### src/rtl/seq_multiplier.sv
// Iterative shift-add multiplier: one pass through the shared 32-bit adder per cycle, 64-bit product.
// Optional two's-complement support is built when SEQ_MULT_SIGNED_EN is defined.
module seq_multiplier #(
  parameter int unsigned WIDTH = 32
) (
  input  logic               clk,
  input  logic               reset,
  input  logic               start,
  input  logic               is_signed,
  input  logic [WIDTH-1:0]   a,
  input  logic [WIDTH-1:0]   b,
  output logic               busy,
  output logic               done,
  output logic [2*WIDTH-1:0] product
);

  localparam int unsigned PW = 2 * WIDTH;
  localparam int unsigned CW = $clog2(WIDTH);
  localparam logic [CW-1:0] LAST = CW'(WIDTH - 1);

`ifdef SEQ_MULT_SIGNED_EN
  typedef enum logic [1:0] {
    S_IDLE = 2'd0,
    S_RUN  = 2'd1,
    S_DONE = 2'd2,
    S_FIX  = 2'd3
  } state_t;
`else
  typedef enum logic [1:0] {
    S_IDLE = 2'd0,
    S_RUN  = 2'd1,
    S_DONE = 2'd2
  } state_t;
`endif

  state_t           state, state_n;
  logic [WIDTH-1:0] m, hi, lo;
  logic [CW-1:0]    cnt;
  logic [WIDTH-1:0] add_b, sum;
  logic             cout;
  logic [WIDTH-1:0] hi_step, lo_step;
  logic [WIDTH-1:0] m_load, lo_load;
  logic [PW-1:0]    result;

  // Shared adder in add mode; its carry-out is shifted into hi so no product bit is lost.
  always_comb begin
    add_b         = lo[0] ? m : '0;
    {cout, sum}   = {1'b0, hi} + {1'b0, add_b};
    hi_step       = {cout, sum[WIDTH-1:1]};
    lo_step       = {sum[0], lo[WIDTH-1:1]};
  end

`ifdef SEQ_MULT_SIGNED_EN
  logic          neg, neg_load;
  logic [PW-1:0] fix_val;

  // Operand magnitudes and the final negate use dedicated incrementers, not the shared adder.
  always_comb begin
    m_load   = (is_signed && a[WIDTH-1]) ? (~a + WIDTH'(1)) : a;
    lo_load  = (is_signed && b[WIDTH-1]) ? (~b + WIDTH'(1)) : b;
    neg_load = is_signed && (a[WIDTH-1] ^ b[WIDTH-1]) && (a != '0) && (b != '0);
    fix_val  = ~{hi, lo} + PW'(1);
    result   = (state == S_FIX) ? fix_val : {hi_step, lo_step};
  end
`else
  logic unused_is_signed;
  assign unused_is_signed = is_signed;
  assign m_load  = a;
  assign lo_load = b;
  assign result  = {hi_step, lo_step};
`endif

  always_ff @(posedge clk) begin
    if (reset) state <= S_IDLE;
    else       state <= state_n;
  end

  always_comb begin
    state_n = state;
    case (state)
      S_IDLE: if (start) state_n = S_RUN;
      S_RUN: begin
        if (cnt == LAST) begin
`ifdef SEQ_MULT_SIGNED_EN
          state_n = neg ? S_FIX : S_DONE;
`else
          state_n = S_DONE;
`endif
        end
      end
`ifdef SEQ_MULT_SIGNED_EN
      S_FIX:  state_n = S_DONE;
`endif
      S_DONE: state_n = S_IDLE;
      default: state_n = S_IDLE;
    endcase
  end

  // Datapath and registered outputs, steered by the current/next state.
  always_ff @(posedge clk) begin
    if (reset) begin
      busy    <= 1'b0;
      done    <= 1'b0;
      product <= '0;
      cnt     <= '0;
      m       <= '0;
      hi      <= '0;
      lo      <= '0;
`ifdef SEQ_MULT_SIGNED_EN
      neg     <= 1'b0;
`endif
    end else begin
      busy <= (state_n != S_IDLE);
      done <= (state_n == S_DONE);
      if (state_n == S_DONE) product <= result;
      case (state)
        S_IDLE: begin
          if (start) begin
            m   <= m_load;
            hi  <= '0;
            lo  <= lo_load;
            cnt <= '0;
`ifdef SEQ_MULT_SIGNED_EN
            neg <= neg_load;
`endif
          end
        end
        S_RUN: begin
          hi  <= hi_step;
          lo  <= lo_step;
          cnt <= cnt + CW'(1);
        end
`ifdef SEQ_MULT_SIGNED_EN
        S_FIX: {hi, lo} <= fix_val;
`endif
        default: ;
      endcase
    end
  end

endmodule

### config.mk
export PLATFORM = sky130hd
export DESIGN_NAME = seq_multiplier
export DESIGN_NICKNAME = d
export VERILOG_FILES = /design/src/rtl/seq_multiplier.sv
export SDC_FILE = /design/constraint.sdc
export NUM_CORES = 1
export LEC_CHECK = 0
export ABC_CLOCK_PERIOD_IN_PS = 5500
export CAP_MARGIN = 30
export CORE_ASPECT_RATIO = 0.7
export CORE_MARGIN = 2
export CORE_UTILIZATION = 60
export CTS_BUF_LIST = sky130_fd_sc_hd__clkbuf_8
export CTS_CLUSTER_DIAMETER = 200
export CTS_CLUSTER_SIZE = 14
export DETAILED_ROUTE_END_ITERATION = 10
export HOLD_SLACK_MARGIN = 0.06
export PLACE_DENSITY = 0.88
export SYNTH_ARGS = -nofsm -noshare
export SYNTH_HDL_FRONTEND = slang
export SYNTH_SLANG_ARGS = --single-unit
export TNS_END_PERCENT = 100
### constraint.sdc
create_clock -name clk -period 5.5 [get_ports clk]
set_input_delay 1.1 -clock clk [delete_from_list [all_inputs] [get_ports clk]]
set_output_delay 1.1 -clock clk [all_outputs]
set_load 0.02 [all_outputs]
# After elaboration in Yosys (flattened, before gate mapping)

Index checks and enable logic that the tools add are counted.
Widths: inputs -> output; s select.

Register bits after elaboration: 169
Output and inout port bits: 66

Reductions and logical operators: 5
Muxes and demuxes: 10
$add $sub $neg: 2
Equal/unequal tests: 4

Operators with widths:

| kind                | count |
|---|---|
| $pmux 32 s2         | 2 |
| $mux 32             | 3 |
| $add 32x32->33      | 1 |
| $pmux 5 s2          | 1 |
| $add 5x1->5 const B | 1 |
| $eq 5x5->1 const B  | 1 |
| $mux 5              | 1 |
| $mux 2              | 2 |
| $pmux 2 s2          | 1 |
| $reduce_and 2->1    | 2 |
| $reduce_bool 2->1   | 2 |
| $eq 2x1->1 const B  | 1 |
| $eq 2x2->1 const B  | 1 |
| $logic_not 2->1     | 1 |
| $ne 2x2->1 const B  | 1 |

# Longest topological paths before layout

Word-level depth: 4
Gate-level depth with buffers: 11
Depth with buffers taken out: 11

# Least setup slack after synthesis

Ideal clock, no wire load.

Path kind: reg2reg
From: register lo[0]
To: register hi[29]
Path slack: 2.798 ns
Stages on the path, launching flop included: 12
Data required time: 5.378 ns
Data arrival time: 2.580 ns
Library setup time: 0.122 ns
Path buffers: 2
Cells stage by stage: dfxtp_1 clkbuf_1 and2_1 ha_1 buf_6 a21o_1 a221oi_2 o21ai_1 o31ai_4 nor2_2 a211o_1 a221o_1

Cells in the longest elaborated chain, start to end: 3

RTL lines:

| element                | RTL line | source |
|---|---|---|
| start, declared        | 37       | `logic [WIDTH-1:0] m, hi, lo;` |
| start signal, assigned | 121      | `lo <= lo_load;` |
| start signal, assigned | 130      | `lo <= lo_step;` |
| $mux 32                | 47       | `add_b = lo[0] ? m : '0;` |
| $add 32x32->33         | 48       | `{cout, sum} = {1'b0, hi} + {1'b0, add_b};` |
| $pmux 32 s2            | 116      | `case (state)` |
| end signal, assigned   | 129      | `hi <= hi_step;` |
| end, declared          | 37       |  |

Every way passes these cells.
A chain may end at the register's enable or synchronous reset.

# Worst setup path after layout

From: register lo[0]
To: register hi[27]

The elaborated chain is that of the path after synthesis.

==> flow_summary.rst <==
.. list-table::
   :header-rows: 1

   * - Metric
     - Value
   * - Routed vias
     - around 7500
   * - Max-slew violations
     - 0
   * - Synthesized net count
     - between 1000 and 1500
   * - Fill cell total of the finished layout
     - 983
   * - Syn_area_per_cell
     - 8.14 um2
   * - Classification of the worst setup path
     - reg -> reg
   * - Fin cells
     - 1287
   * - Final wirelength
     - 20.7 mm
   * - Unrepaired setup endpoints after global routing
     - no
   * - Detailed-route vias per instance
     - between 5 and 6
   * - CP max-delay cell
     - sky130_fd_sc_hd__dfxtp_1
   * - Data required time at the worst endpoint
     - 5.83 ns
   * - Buffers inserted during post-CTS setup optimization
     - 0
   * - Clock Power Share
     - 37.2%
   * - Synth async-reset ratio
     - 0%
   * - PwrDens
     - ~250 nW/um2
   * - Maximum number of pins on one net before global-route repair
     - 84
   * - Leakage
     - 3.81 nW
   * - Switch Pwr
     - 650 uW
   * - Post-DP HPWL
     - 13.9 mm
   * - Data arrival at the endpoint of the critical path
     - 3.74 ns
   * - Overall die area
     - approximately 15000 um2
   * - Antenna violation net count after detailed routing
     - 0
   * - Number of failing setup endpoints in the final timing report
     - 0
   * - Number of maximum-capacitance constraint violations
     - 0
   * - Instance count after placement with tap cells included
     - 1254
   * - I/O pin count
     - 134
   * - Final setup TNS
     - 0 ns
   * - Worst setup slack after placement
     - approximately 2.0 ns
   * - Clock insertion delay at the later pin of the skew report
     - 0.46 ns
   * - Outcome
     - finished clean
   * - Row count
     - 35
   * - Area of the mapped netlist
     - 8140 um2
   * - Maximum clock frequency
     - 293 MHz
   * - Highest-count cells in the layout ignoring fill and taps
     - 201 x sky130_fd_sc_hd__nand2_1, 169 x sky130_fd_sc_hd__dfxtp_1, 131 x sky130_fd_sc_hd__clkdlybuf4s50_1
   * - Yosys synthesis warning count
     - 0
   * - Count of cell types in the netlist
     - 59
   * - Most used cell along the critical path
     - sky130_fd_sc_hd__o21ai_0
   * - Power share of the sequential group
     - 53.2%
   * - Detailed-routing iteration count for the pre-antenna-repair pass
     - 5
   * - Peak supply drop
     - 0.154 mV
   * - # nets final
     - 1192
   * - Internal portion of total power
     - 1.79 mW
   * - Prevailing post-synth register cell
     - sky130_fd_sc_hd__dfxtp_1
   * - Post-Route Skew
     - ~0.011 ns
   * - Core region area
     - 13200 um2
   * - Number of remaining DRC errors
     - 0
   * - Cts hold-fix bufs
     - 0
   * - Final Worst Setup Slack
     - 2.09 ns
   * - Final worst path period share
     - 62.1%
   * - Area overhead of the layout relative to synthesis
     - 21.3%
   * - Overflow left after global routing
     - 0
   * - Post-layout power
     - about 2.4 mW
   * - WL per Instance
     - 16.1 um
   * - Final weighted congestion in routability-driven placement
     - between 0.9 and 1
   * - Count of H-tree levels built during CTS
     - 4
   * - Chip Height
     - 101 um
   * - Starting Density
     - around 62%
   * - DIE WIDTH
     - 143 um
   * - Maximum buffer depth of the clock tree
     - 2
   * - CP endpoint kind
     - register
   * - Number of storage elements in the synthesis netlist
     - 169
   * - Measured slew at the worst slew-check pin
     - 0.975 ns
   * - Worst Setup Start Kind
     - register
   * - Resize count post-CTS
     - 0
   * - Starting DRT DRC Count
     - about 630
   * - Worst path max stage delay
     - between 0.6 and 0.7 ns
   * - Number of buffers added by the clock tree synthesis step
     - 17
   * - # clock sinks
     - 169
   * - Most common cell after layout, fill and taps aside
     - sky130_fd_sc_hd__nand2_1
   * - HP Class
     - reg -> reg
   * - Final Hold Fails
     - 0
   * - Initial antenna violation count
     - 0
   * - Portion of the post-synthesis area used by sequential elements
     - 41.6%
   * - EDFF count, synth
     - 0
   * - Area taken by multi-input logic gates
     - 4270 um2
   * - Register area
     - approximately 3400 um2
   * - Crit-path max FO
     - 18
   * - Number of global-route vias before repair
     - 6877
   * - Clk pin slew, worst setup/hold paths
     - around 0.090 ns
   * - Diodes inserted
     - 0
   * - Share of the core filled with cells in the final layout
     - 74.9%
   * - Tightest slew margin relative to the limit
     - 34.9%
   * - Final critical-path required period
     - 3.41 ns
   * - Switching power share of the total
     - 26.7%
   * - Total routing usage reported by global routing
     - 28.7%
   * - Combinational share of power
     - around a tenth
   * - Cell chain of the critical path
     - buf_8, and2_1, ha_1, a21oi_1, o21ai_0, a2111oi_0, nor3_1, a211oi_1, xor2_1, o21ai_0
   * - Port Buffer Count
     - 132
   * - Gate Count Post-Synth
     - 999
   * - CTS tree
     - built
   * - Root buf cell
     - sky130_fd_sc_hd__clkbuf_8
   * - Global-route wire length before repair
     - ~34 mm
   * - Layout cells sized above 1
     - 5.54%
-- area by class of cell --
| cell class | instances | area share, % |
|---|---|---|
| timing repair buffer | 141 | 14.3 |
| tap | 185 | 2.35 |
| clock buffer | 17 | 2.37 |
| sequential | 169 | 34.3 |
| multi-input combinational | 714 | 43.3 |
| inverter | 46 | 1.75 |
| clock inverter | 15 | 1.67 |
-- worst max-delay path, delay by kind of cell, from the launching register on --
kind,cells,cell delay (ns)
simple gates,2,0.27
flops,1,0.66
xor+xnor,1,0.22
buf+inv,1,0.23
fa+ha+maj,1,0.31
compound gates,5,1.58
-- Yosys cell counts, drive strengths merged (7+ instances only) --
library cell,number,share of area [%]
nor2,50,2.4
a21oi,115,7.1
a221oi,32,3.5
nand2,202,9.3
o22ai,33,2.5
o21ai,42,2.6
and2,33,2.5
nand4,8,0.62
nor3,7,0.43
clkbuf,58,2.8
inv,46,2.1
a22oi,14,1.3
buf,12,1.2
a21o,10,0.94
nand3,13,0.80
xnor2,10,1.1
xor2,17,1.8
ha,34,5.2
dfxtp,169,42
a22o,16,1.7
-- power groups by stage --
stage,registers [mW],logic [mW],clock network (mW)
finish,1.29,0.234,0.907
global route,1.30,0.258,0.959
CTS,1.30,0.227,0.914
detailed placement,1.33,0.225,0
global placement,1.32,0.217,0
floorplan,1.31,0.145,0
-- cell families after synthesis --
kind of cell / Yosys count / share of synthesized area [%]
mux: 3 / 0.369
buf+inv: 116 / 6.07
flops: 169 / 41.6
simple gates: 343 / 18.7
compound gates: 306 / 24.9
xor+xnor: 27 / 2.91
fa+ha+maj: 35 / 5.47
-- registers in the layout, summed over array words and instances, names as in the netlist --
register,count
lo,32
cnt,5
state,2
hi,32
m,32
product,64
done,1
busy,1
-- per-stage QoR --
step	hold slack, ns	area [um2]
floorplan	0.432	8140
global placement	0.439	9430
detailed placement	0.442	9460
CTS	0.456	9850
global route	0.473	9870
finish	0.453	9870
-- metal layers --
| metal | share of wire [%] | vias up | global-route usage [%] | routed length (um) |
|---|---|---|---|---|
| li1 | - | 3694 | - | - |
| met3 | 6.6 | 21 | 5.34 | 1360 |
| met2 | 44 | 256 | 44.8 | 9120 |
| met5 | 0 | - | 0 | 0 |
| met4 | 0.89 | 0 | 6.85 | 185 |
| met1 | 48 | 3525 | 41.5 | 10000 |
-- final timing paths --
path	from	end	slack, ns	cells after the start
worst min-delay path	m[9]	m[9]	0.45	2
worst max register to register	lo[0]	hi[27]	2.09	10
worst min register to register	m[9]	m[9]	0.45	2
worst max-delay path	lo[0]	hi[27]	2.09	10
No activity file was read; power rests on OpenSTA's default activity.
